===== src/rtl/wb_rxfifo_pkg.sv =====
// rtl/wb_rxfifo_pkg.sv - shared widths and depth helpers for the receive FIFO
package wb_rxfifo_pkg;

  localparam int unsigned BYTE_W = 8;
  localparam int unsigned WB_W   = 32;

  // One slot stays free, so a 2^aw buffer holds 2^aw - 1 bytes.
  function automatic int unsigned fifo_capacity(input int unsigned aw);
    return (32'd1 << aw) - 32'd1;
  endfunction

  function automatic int unsigned fifo_half(input int unsigned aw);
    return 32'd1 << (aw - 32'd1);
  endfunction

endpackage


===== src/rtl/wb_rxfifo_sync_fifo.sv =====
// rtl/wb_rxfifo_sync_fifo.sv - byte circular buffer with pointers, count and level flags
module wb_rxfifo_sync_fifo
  import wb_rxfifo_pkg::*;
#(
  parameter int unsigned AW = 8
) (
  input  logic              clk,
  input  logic              rst_n,
  input  logic              push,
  input  logic [BYTE_W-1:0] push_data,
  input  logic              pop,
  output logic [BYTE_W-1:0] pop_data,
  output logic [AW-1:0]     count,
  output logic              empty,
  output logic              full,
  output logic              half_full
);

  localparam logic [AW-1:0] CAPACITY = AW'(fifo_capacity(AW));
  localparam logic [AW-1:0] HALF     = AW'(fifo_half(AW));
  localparam logic [AW-1:0] ONE      = AW'(1);

  logic [BYTE_W-1:0] mem [2**AW];
  logic [AW-1:0]     wr_ptr;
  logic [AW-1:0]     rd_ptr;
  logic              push_en;
  logic              pop_en;

  // Gating uses registered flags only, so a pop never frees room for a same-cycle push.
  assign push_en = push && !full;
  assign pop_en  = pop && !empty;

  assign empty     = (count == '0);
  assign full      = (count == CAPACITY);
  assign half_full = (count >= HALF);
  assign pop_data  = mem[rd_ptr];

  always_ff @(posedge clk) begin
    if (push_en) begin
      mem[wr_ptr] <= push_data;
    end
  end

  always_ff @(posedge clk or negedge rst_n) begin
    if (!rst_n) begin
      wr_ptr <= '0;
      rd_ptr <= '0;
      count  <= '0;
    end else begin
      if (push_en) begin
        wr_ptr <= wr_ptr + ONE;
      end
      if (pop_en) begin
        rd_ptr <= rd_ptr + ONE;
      end
      case ({push_en, pop_en})
        2'b10:   count <= count + ONE;
        2'b01:   count <= count - ONE;
        default: count <= count;
      endcase
    end
  end

endmodule


===== src/rtl/wb_rxfifo.sv =====
// rtl/wb_rxfifo.sv - 8-bit stream receive FIFO exposed as a read-only pipelined WB slave
module wb_rxfifo
  import wb_rxfifo_pkg::*;
#(
  parameter int unsigned FIFO_ADDR_WIDTH = 8
) (
  input  logic                       i_clk,
  input  logic                       i_rst_n,
  input  logic                       i_wb_cyc,
  input  logic                       i_wb_stb,
  output logic                       o_wb_stall,
  output logic                       o_wb_ack,
  input  logic                       i_wb_we,
  output logic [WB_W-1:0]            o_wb_data,
  input  logic                       i_rx_valid,
  output logic                       o_rx_ready,
  input  logic [BYTE_W-1:0]          i_rx_data,
  output logic [FIFO_ADDR_WIDTH-1:0] o_fifo_count,
  output logic                       o_fifo_empty,
  output logic                       o_fifo_full,
  output logic                       o_fifo_half_full,
  output logic                       o_fifo_overflow,
  output logic                       o_fifo_underflow
);

  logic              wb_req;
  logic              rd_req;
  logic [BYTE_W-1:0] pop_data;

  assign wb_req     = i_wb_cyc && i_wb_stb;
  assign rd_req     = wb_req && !i_wb_we;
  assign o_wb_stall = 1'b0;
  assign o_rx_ready = !o_fifo_full;

  wb_rxfifo_sync_fifo #(
    .AW (FIFO_ADDR_WIDTH)
  ) u_fifo (
    .clk       (i_clk),
    .rst_n     (i_rst_n),
    .push      (i_rx_valid),
    .push_data (i_rx_data),
    .pop       (rd_req),
    .pop_data  (pop_data),
    .count     (o_fifo_count),
    .empty     (o_fifo_empty),
    .full      (o_fifo_full),
    .half_full (o_fifo_half_full)
  );

  // Writes and empty reads still ack, returning zero.
  always_ff @(posedge i_clk or negedge i_rst_n) begin
    if (!i_rst_n) begin
      o_wb_ack         <= 1'b0;
      o_wb_data        <= '0;
      o_fifo_overflow  <= 1'b0;
      o_fifo_underflow <= 1'b0;
    end else begin
      o_wb_ack         <= wb_req;
      o_wb_data        <= (rd_req && !o_fifo_empty) ? {{(WB_W-BYTE_W){1'b0}}, pop_data} : '0;
      o_fifo_overflow  <= i_rx_valid && o_fifo_full;
      o_fifo_underflow <= rd_req && o_fifo_empty;
    end
  end

endmodule


===== config.mk =====
export PLATFORM = sky130hd
export DESIGN_NAME = wb_rxfifo
export DESIGN_NICKNAME = d
export VERILOG_FILES = /design/src/rtl/wb_rxfifo_pkg.sv /design/src/rtl/wb_rxfifo_sync_fifo.sv /design/src/rtl/wb_rxfifo.sv
export SDC_FILE = /design/constraint.sdc
export NUM_CORES = 2
export LEC_CHECK = 0
export ABC_AREA = 1
export CAP_MARGIN = 10
export CORE_MARGIN = 2
export CORE_UTILIZATION = 60
export DETAILED_ROUTE_END_ITERATION = 10
export HOLD_SLACK_MARGIN = 0.05
export PLACE_DENSITY = 0.81
export SKIP_CTS_REPAIR_TIMING = 1
export SLEW_MARGIN = 20
export SYNTH_ARGS = -nofsm -noshare
export SYNTH_HDL_FRONTEND = slang
export SYNTH_SLANG_ARGS = --single-unit

===== constraint.sdc =====
create_clock -name i_clk -period 3.58 [get_ports i_clk]
set_input_delay 0.358 -clock i_clk [delete_from_list [all_inputs] [get_ports i_clk]]
set_output_delay 0.358 -clock i_clk [all_outputs]
set_load 0.1 [all_outputs]

==> results.sh <==
export IMPL_die_x_um=383
export IMPL_yosysSeqAreaShare_pct=72.3
export IMPL_leakage_nw=34.8
export IMPL_antenna_left=0
export IMPL_fin_crit_ps=3260
export IMPL_ys_seq_elements=2083
export IMPL_synthSimpleGateAreaFrac_pct=21.6
export IMPL_syn_avg_cell_area_sq_um=11.3
export IMPL_cts_tree="done"
export IMPL_worst_pin_slew_ps=1020
export IMPL_synthXorXnorAreaFrac_pct=0.223
export IMPL_synth_compound_area_share_pct=1.79
export IMPL_syn_area_sq_um=86300
export IMPL_start_util_pct=60.3
export IMPL_fin_nets=7625
export IMPL_final_common_cell="nand2_1"
export IMPL_die_y_um=383
export IMPL_dr_pass1_iters=11
export IMPL_crit_path_end_kind="output port"
export IMPL_critPathLaunch="u_fifo.count[5]"
export IMPL_dieArea_sq_um=147000
export IMPL_ys_types=26
export IMPL_wl_per_cell_um=23.2
export IMPL_grt_max_degree=133
export IMPL_routed_wl_um=224000
export IMPL_multi_input_area_sq_um=20600
export IMPL_post_drt_via_cell_ratio=6.11
export IMPL_io_pins=62
export IMPL_fin_setup_tns_ps=0
export IMPL_vias=59100
export IMPL_drt_initial_drc_count=9214
export IMPL_setup_viol=0
export IMPL_min_from="i_rx_data[2]"
export IMPL_grt_pass1_vias=57000
export IMPL_track_usage_pct=30.4
export IMPL_slew_violations=0
export IMPL_path_clk_slew_ps=60
export IMPL_max_slew_margin_rel_pct=31.9
export IMPL_status="complete, but fails checks"
export IMPL_grt_pass1_wl_um=336000
export IMPL_crit_fanout=5
export IMPL_layout_common_cells="2338 x nand2_1, 2048 x edfxtp_1, 1410 x nand3_1"
export IMPL_top_usage_layer="met2"
export IMPL_synthMuxAreaShare_pct=0
export IMPL_synthAdderAreaFrac_pct=0.116
export IMPL_dp_hpwl_um=129000
export IMPL_use_met1_pct=39.9
export IMPL_required_ps=3220
export IMPL_final_util_pct=66.5
export IMPL_use_met2_pct=47.8
export IMPL_worstHoldPathType="primary input to flop"
export IMPL_yosys_warnings=0
export IMPL_grt_antenna_before_repair=6
export IMPL_area_delta_synth_final_pct=10.3
export IMPL_whs_ps=74.3
export IMPL_critPathArrivalTime_ps=2900
export IMPL_r2r_start="u_fifo.count[5]"
export IMPL_cts_root_buf="clkbuf_16"
export IMPL_rsz0062_at_grt="no"
export IMPL_synth_edf_count=2048
export IMPL_rows=139
export IMPL_preCtsSetupSlack_ps=390
export IMPL_drc=1
export IMPL_finalHoldViolations=0
export IMPL_async_reset_ff_share_pct=1.68
export IMPL_globalRoute_totalOverflow=0
export IMPL_p_per_area_nw_per_um2=771
export IMPL_clk_latency_ps=860
export IMPL_cts_path_max_buffers=3
export IMPL_fin_worst_skew_ps=36.2
export IMPL_clock_fmax_mhz=307
export IMPL_cts_buffers=200
export IMPL_setup_ws_ps=325
export IMPL_finalCritPeriodShare_pct=90.9
export IMPL_fill_cells=9646
export IMPL_maxCapViolations=0
export IMPL_port_buffers=36
export IMPL_drive_gt1_share_pct=6.27
export IMPL_violations="DRC"
export IMPL_ys_flop_type="edfxtp_1"
export IMPL_clkSinkCount=2083
export IMPL_core_area_sq_um=143000
export IMPL_htree_levels=4
export IMPL_ir_drop_mv=0.752
export IMPL_syn_inst=7664
export IMPL_seq_area_sq_um=62400
export IMPL_gp_congestion=0.929
export IMPL_use_met3_pct=7.34
export IMPL_path_class="flop to output port"
export IMPL_startpoint_type="flop"
export IMPL_synth_top_family_by_area="simple AND/OR/NAND/NOR gates"
## power by group
part | switching [mW] | internal, mW | total (mW) | leakage [nW]
sequential | 0.432 | 27.2 | 27.6 | 18.8
combinational | 18.6 | 6.68 | 25.2 | 12.9
clock | 8.86 | 11.6 | 20.5 | 3.09
## cell usage after synthesis, types with 8 or more instances
cell type,instances,area share [%]
nand2_1,2340,10
edfxtp_1,2048,71
nand3_1,1416,8.2
nor2_1,695,3.0
inv_1,271,1.2
clkbuf_1,219,0.95
o21ai_0,212,1.2
buf_2,168,0.97
buf_4,59,0.51
buf_1,47,0.20
a21oi_1,45,0.26
dfrtp_1,35,1.0
o211ai_1,32,0.28
xor2_1,18,0.18
buf_6,14,0.18
nand4_1,14,0.10
ha_1,8,0.12
## critical path, cell delays in order, from the launching register on
cell and delay [ps]:
dfrtp_4 430, inv_1 70, nor4_1 430, nand2_2 130
clkdlybuf4s50_1 1000
## layer usage
metal / part of all wire (%) / wire [um]
met5: 0.021 / 48
met4: 5.2 / 11700
met3: 13 / 28800
met2: 47 / 104000
met1: 35 / 79500
## metrics by stage
stage / instance area (sq um) / instances / total power, mW
final: 95200 / 9675 / 73.4
after global routing: 95200 / 9673 / 76.1
after CTS: 95200 / 9668 / 72.7
after detailed placement: 88800 / 9299 / 52.4
after global placement: 88800 / 9299 / 51.8
after floorplan: 86400 / 7688 / 44.1
## kinds of logic after synthesis
family / count (synthesis)
AOI/OAI and AO/OA: 292
other: 1
adders and majority gates: 8
buffers and inverters: 785
xor gates and xnor gates: 22
and+or+nand+nor: 4473
DFF: 2083
## final cells by class
cell class                      instances  area share, %
Clock buffer                          271           5.76
Clock inverter                         98          0.898
Multi-Input combinational cell       4820           21.6
Inverter                              278           1.13
Sequential cell                      2083           65.5
Timing Repair Buffer                  220           2.53
Tap cell                             1903           2.50
Antenna cell                            2        0.00526
## sequential cells by signal, summed over array words and instances (netlist names)
signal,count
o_fifo_overflow,1
o_fifo_underflow,1
o_wb_ack,1
o_wb_data,8
u_fifo.count,8
u_fifo.mem,2048
u_fifo.rd_ptr,8
u_fifo.wr_ptr,8
## final timing paths
| kind | end | slack, ps | depth (start not counted) |
|---|---|---|---|
| hold / removal | u_fifo.mem[54][2] | 70 | 1 |
| setup reg to reg | u_fifo.mem[55][0] | 400 | 8 |
| setup / recovery | o_rx_ready | 330 | 4 |
| min in group asynchronous | u_fifo.count[5] | 200 | 2 |
| hold reg to reg | u_fifo.count[0] | 530 | 1 |
| max in group asynchronous | u_fifo.rd_ptr[3] | 2690 | 2 |
(Power assumes the default switching activity.)
